$ cat src/rtl/alu_pkg.sv
// alu_pkg: op codes, sequencer states, error bit positions and per-op latency shared by the ALU sequencer
package alu_pkg;
  localparam logic [3:0] OP_ADD = 4'd0, OP_MOD = 4'd1, OP_DIV = 4'd2, OP_RESET = 4'd3;
  localparam logic [3:0] OP_MUL = 4'd4, OP_AND = 4'd5, OP_OR = 4'd6, OP_NAND = 4'd7;
  localparam logic [3:0] OP_SUB = 4'd8, OP_NOR = 4'd9, OP_XOR = 4'd10, OP_XNOR = 4'd11;
  localparam logic [3:0] OP_NOT = 4'd12, OP_NOOP = 4'd13, OP_ZERO = 4'd14, OP_PRESET = 4'd15;
  localparam logic [1:0] IDLE = 2'd0, EXEC = 2'd1, RESP = 2'd2;
  localparam int ERR_DIVZERO = 1;
  localparam int ERR_OVF = 0;
  typedef struct packed {
    logic [3:0]  op;
    logic [15:0] operand;
  } cmd_t;
  function automatic logic [7:0] lat_of(input logic [3:0] op, input int muldiv_lat, input int base_lat);
    return 8'((op == OP_MOD || op == OP_DIV || op == OP_MUL) ? muldiv_lat : base_lat);
  endfunction
endpackage

$ cat src/rtl/cmd_fifo.sv
// cmd_fifo: count-based synchronous FIFO with first-word-fall-through output
module cmd_fifo #(
  parameter int DEPTH = 4,
  parameter int W = 20
) (
  input  logic         clk,
  input  logic         rst,
  input  logic         push_i,
  input  logic         pop_i,
  input  logic [W-1:0] din_i,
  output logic [W-1:0] dout_o,
  output logic         full_o,
  output logic         empty_o
);
  localparam int AW = $clog2(DEPTH);
  logic [W-1:0] mem_q [DEPTH];
  logic [AW-1:0] wp_q, rp_q;
  logic [AW:0] cnt_q;
  logic do_push, do_pop;
  assign full_o = cnt_q == (AW+1)'(DEPTH);
  assign empty_o = cnt_q == '0;
  assign do_push = push_i && !full_o;
  assign do_pop = pop_i && !empty_o;
  assign dout_o = mem_q[rp_q];
  always_ff @(posedge clk) begin
    if (rst) begin
      wp_q <= '0;
      rp_q <= '0;
      cnt_q <= '0;
    end else begin
      wp_q <= do_push ? wp_q + 1'b1 : wp_q;
      rp_q <= do_pop ? rp_q + 1'b1 : rp_q;
      cnt_q <= cnt_q + (AW+1)'(do_push) - (AW+1)'(do_pop);
    end
  end
  always_ff @(posedge clk)
    if (do_push) mem_q[wp_q] <= din_i;
endmodule

$ cat src/rtl/alu_op_sequencer.sv
// alu_op_sequencer: queues ALU commands, drives the datapath, commits results into the accumulator
module alu_op_sequencer
  import alu_pkg::*;
#(
  parameter int FIFO_DEPTH = 4,
  parameter int MULDIV_LAT = 4,
  parameter int BASE_LAT = 1
) (
  input  logic        clk,
  input  logic        rst,
  input  logic        cmd_valid,
  output logic        cmd_ready,
  input  logic [3:0]  cmd_op,
  input  logic [15:0] cmd_operand,
  output logic [3:0]  alu_op_code,
  output logic [15:0] alu_input_a,
  input  logic [31:0] alu_result,
  input  logic        alu_error,
  output logic [31:0] acc,
  output logic        rsp_valid,
  input  logic        rsp_ready,
  output logic [31:0] rsp_result,
  output logic [1:0]  rsp_err,
  output logic        busy
);
  logic [1:0] state_q, state_d;
  logic [3:0] op_q, op_d;
  logic [15:0] opnd_q, opnd_d;
  logic [7:0] cnt_q, cnt_d;
  logic [31:0] acc_q, acc_d, res_q, res_d;
  logic [1:0] err_q, err_d, err;
  logic full, empty, pop, done, divz, keep;
  cmd_t head;
  cmd_fifo #(.DEPTH(FIFO_DEPTH), .W(20)) u_fifo (
    .clk(clk),
    .rst(rst),
    .push_i(cmd_valid),
    .pop_i(pop),
    .din_i({cmd_op, cmd_operand}),
    .dout_o(head),
    .full_o(full),
    .empty_o(empty)
  );
  assign cmd_ready = !full;
  assign alu_op_code = state_q == EXEC ? op_q : OP_NOOP;
  assign alu_input_a = opnd_q;
  assign acc = acc_q;
  assign rsp_valid = state_q == RESP;
  assign rsp_result = res_q;
  assign rsp_err = err_q;
  assign busy = state_q != IDLE || !empty;
  always_comb begin
    pop = state_q == IDLE && !empty;
    done = state_q == EXEC && cnt_q == 8'd0;
    divz = (op_q == OP_DIV || op_q == OP_MOD) && acc_q[15:0] == 16'd0;
    keep = divz || op_q == OP_NOOP;
    err = '0;
    err[ERR_DIVZERO] = divz;
    err[ERR_OVF] = !divz && (op_q == OP_ADD || op_q == OP_SUB) && alu_error;
    state_d = pop ? EXEC : done ? RESP : (state_q == RESP && rsp_ready) ? IDLE : state_q;
    op_d = pop ? head.op : op_q;
    opnd_d = pop ? head.operand : opnd_q;
    cnt_d = pop ? lat_of(head.op, MULDIV_LAT, BASE_LAT) - 8'd1 : state_q == EXEC ? cnt_q - 8'd1 : cnt_q;
    acc_d = done && !keep ? alu_result : acc_q;
    res_d = !done ? res_q : divz ? 32'hFFFF_FFFF : keep ? acc_q : alu_result;
    err_d = done ? err : err_q;
  end
  always_ff @(posedge clk) begin
    if (rst) begin
      state_q <= IDLE;
      op_q <= OP_NOOP;
      opnd_q <= '0;
      cnt_q <= '0;
      acc_q <= '0;
      res_q <= '0;
      err_q <= '0;
    end else begin
      state_q <= state_d;
      op_q <= op_d;
      opnd_q <= opnd_d;
      cnt_q <= cnt_d;
      acc_q <= acc_d;
      res_q <= res_d;
      err_q <= err_d;
    end
  end
endmodule

$ cat config.mk
export PLATFORM = sky130hd
export DESIGN_NAME = alu_op_sequencer
export DESIGN_NICKNAME = d
export VERILOG_FILES = /design/src/rtl/alu_pkg.sv /design/src/rtl/cmd_fifo.sv /design/src/rtl/alu_op_sequencer.sv
export SDC_FILE = /design/constraint.sdc
export NUM_CORES = 1
export LEC_CHECK = 0
export CELL_PAD_IN_SITES_DETAIL_PLACEMENT = 1
export CELL_PAD_IN_SITES_GLOBAL_PLACEMENT = 1
export CORE_MARGIN = 2
export CORE_UTILIZATION = 39
export CTS_BUF_LIST = sky130_fd_sc_hd__clkbuf_2
export CTS_CLUSTER_DIAMETER = 40
export CTS_CLUSTER_SIZE = 25
export DETAILED_ROUTE_END_ITERATION = 7
export PLACE_DENSITY_LB_ADDON = 0.1
export SYNTH_ARGS = -nofsm -noshare
export SYNTH_HDL_FRONTEND = slang
export SYNTH_SLANG_ARGS = --single-unit
export TNS_END_PERCENT = 5
$ cat constraint.sdc
create_clock -name clk -period 2.4 [get_ports clk]
set_input_delay 0.6 -clock clk [delete_from_list [all_inputs] [get_ports clk]]
set_output_delay 0.6 -clock clk [all_outputs]
set_load 0.01 [all_outputs]
==> results_dict.tcl <==
set metrics [dict create \
    whs_ns 0.330 \
    ys_seq_area_frac 0.600 \
    power_frac_comb 0.445 \
    cts.clk_slew.worst_paths_ns 0.27 \
    synth_ff_type "dfxtp_1" \
    synth.area.top_cells "edfxtp_1 32%, dfxtp_1 28%, mux2i_1 9.1%" \
    fill_cells 1942 \
    fin_nets 822 \
    clock_path_buffers 2 \
    yosys.area.top_type "edfxtp_1" \
    rr_startpoint "state_q[0]$_SDFFE_PP0P_" \
    max_freq_mhz 441 \
    ir_drop_uv 594 \
    period_needed_ns 2.27 \
    drt-initial-drc-count 200 \
    ys_types 39 \
    min_path_type "in2reg" \
    clock_sinks 185 \
    clock_latency_ns 0.72 \
    final_antenna_net_count 0 \
    drc 0 \
    ios 146 \
    io_buffers 145 \
    cts_tree "yes" \
    die_y_um 143 \
    fp.dieArea_sq_mm 0.0204 \
    synth_warnings 0 \
    wl_per_cell_um 18.1 \
    path_class "reg2out" \
    power_frac_seq 0.411 \
    placement.cell_area_sq_mm 0.00935 \
    reg2reg_depth 7 \
    std_cell_rows 50 \
    start_util 0.399 \
    cp_max_fo 3 \
    grt_remaining_overflow 0 \
    worst_slew_pin_slew_ns 0.601 \
    cts-buffers-inserted 17 \
    rsz0062_at_grt "true" \
    final_area_sq_mm 0.00987 \
    switching_power_w 0.00424 \
    die_w_um 143 \
    reg2reg_slack_ns 0.25 \
    hold_depth 2 \
    clockPowerShare 0.144 \
    fin_crit_sh 0.944 \
    worst_slack_ns 0.135 \
    vias 5130 \
    cap_violations 0 \
    slew_violations 0 \
    async_flop_share 0 \
    power.internal_w 0.00717 \
    cp-end-kind "output pin" \
    area_delta_synth_final_pct 31.4 \
    antenna_found_initial 1 \
    grt_max_degree 46 \
    relSlewSlack 0.599 \
    dr.pass1.iters 4 \
    regArea_sq_mm 0.00462 \
    ys_ff_latch 185 \
    place_congestion 0.739 \
    grt_use_total 0.184 \
    r2r-end "acc[24]$_SDFFE_PP0P_" \
    hold_start "rst" \
    pre_cts_ws_ns 0.0511 \
    start_kind "register" \
    multi_input_area_sq_mm 0.00281 \
    wirelength_um 18600 \
    syn_avg_cell_area_sq_um 12.4 \
    hold_path_end "alu_input_a[15]$_SDFFE_PP0P_" \
    hold_violations 0 \
    core_area_sq_mm 0.0188 \
    cts_htree_levels 4 \
    drive_gt1_frac 0.205 \
    power_w 0.0114 \
    p_per_area_mw_per_mm2 1160 \
    synth_area_sq_mm 0.00751 \
    skew_ns 0.0471 \
    syn_nets 672 \
    setup_viol 0 \
    synthesis.instances 606 \
    grt_pass1_vias 5505 \
    cellLeakagePower_nw 4.11 \
    worstPathArrival_ns 1.67 \
    avgViaCountPerCell 4.98 \
    hpwlAfterDp_um 12600 \
    yosysTopAreaCellShare 0.320 \
    status "completed" \
    grt_first_pass_wirelength_um 29000 \
    root_buffer "clkbuf_2" \
    synth_edf_count 80 \
    critPathRequiredTime_ns 1.80 \
    switching_share 0.371 \
]
[registers in the layout, summed over array words and instances (netlist names), named ones only]
signal        count
u_fifo.wp_q       2
u_fifo.cnt_q      3
acc              32
cnt_q             8
u_fifo.rp_q       2
rsp_err           2
alu_input_a      16
u_fifo.mem_q     80
state_q           2
rsp_result       32
op_q              4
[worst max-delay path, stage by stage (launching register included)]
cell and delay, ns:
dfxtp_2 0.40, nor3_2 0.20, nand2_1 0.07, dlygate4sd2_1 0.29
[final cells by class]
type | count | share of cell area
clock inverters | 14 | 0.0164
clock buffers | 18 | 0.00913
diodes | 1 | 0.000254
flip-flops and latches | 185 | 0.468
repair buffers | 170 | 0.184
multi-input cells | 371 | 0.285
well taps | 260 | 0.0330
inverters | 11 | 0.00418
[through the flow]
step	std cells	setup TNS [ns]	util
after global routing	1030	-0.135	0.524
after detailed placement	993	0	0.496
after CTS	1027	-0.142	0.513
after floorplan	606	0	-
after global placement	993	0	0.496
final	1030	0	0.524
[synth_stat cells (4+ instances only)]
library cell and count:
a211oi_1 32, a21oi_1 26, and3_1 4, buf_1 5, clkbuf_1 28, dfxtp_1 105, edfxtp_1 80, ha_1 8
inv_1 10, mux2i_1 68, mux4_2 20, nand2_1 46, nand2b_1 71, nand3_1 4, nor2_1 48, nor2b_1 4
nor3_1 6, xnor2_1 6
[kinds of logic (layout without fill, tap and decap cells)]
family                     after synthesis  after routing  synth area share
and+or+nand+nor                        201            201             0.139
muxes                                   89             89             0.152
AOI/OAI and AO/OA                       64             64            0.0555
other                                    0              1                 0
adders and majority gates                9              9            0.0160
buffers and inverters                   50            213            0.0288
xor gates and xnor gates                 8              8           0.00933
DFF                                    185            185             0.600
[routing by layer]
metal | global-route usage | vias up | routed length [um]
met5 | 0 | - | 0
met1 | 0.222 | 2543 | 8140
met2 | 0.333 | 121 | 9490
met4 | 0.0422 | 0 | 172
li1 | - | 2453 | -
met3 | 0.0429 | 13 | 800
[placed cells by master, fill, tap and decap left out, types with 4 or more instances in the layout]
| cell | count |
|---|---|
| dfxtp_1 | 34 |
| and3_1 | 4 |
| inv_1 | 10 |
| dlymetal6s2s_1 | 40 |
| clkbuf_2 | 20 |
| mux4_2 | 20 |
| ha_1 | 8 |
| nor2_1 | 48 |
| clkdlybuf4s50_1 | 97 |
| a21oi_1 | 26 |
| dfxtp_4 | 12 |
| inv_6 | 5 |
| nor3_1 | 5 |
| nand2b_1 | 71 |
| nand2_1 | 46 |
| mux2i_1 | 68 |
| xnor2_1 | 6 |
| buf_4 | 19 |
| edfxtp_1 | 80 |
| buf_12 | 6 |
| dfxtp_2 | 59 |
| a211oi_1 | 32 |
[repair_timing]
item,CTS,global route
pin swaps,0,0
endpoints found under the setup margin,28,95
hold buffers,0,0
resized for setup,41,100
setup buffers,2,1
cloned,0,1
[power groups by stage]
stage	clock network (W)	registers (W)	logic (W)
2_1_floorplan	0	0.00474	0.00292
3_3_place_gp	0	0.00464	0.00499
3_5_place_dp	0	0.00469	0.00514
4_1_cts	0.00171	0.00465	0.00518
5_1_grt	0.00184	0.00480	0.00559
6_report	0.00164	0.00469	0.00508
[worst max-delay path by stage]
stage | startpoint | endpoint | slack [ns] | cells past startpoint
CTS | state_q[0]$_SDFFE_PP0P_ | alu_op_code[0] | -0.14 | 3
finish | u_fifo.cnt_q[2]$_SDFF_PP0_ | busy | 0.13 | 3
global route | u_fifo.cnt_q[2]$_SDFF_PP0_ | busy | -0.07 | 3
detailed placement | cmd_valid | u_fifo.cnt_q[2]$_SDFF_PP0_ | 0.05 | 7
floorplan | u_fifo.cnt_q[2]$_SDFF_PP0_ | u_fifo.cnt_q[2]$_SDFF_PP0_ | 0.02 | 12
global placement | cmd_valid | u_fifo.cnt_q[2]$_SDFF_PP0_ | 0.1 | 7
(Power assumes the default switching activity.)
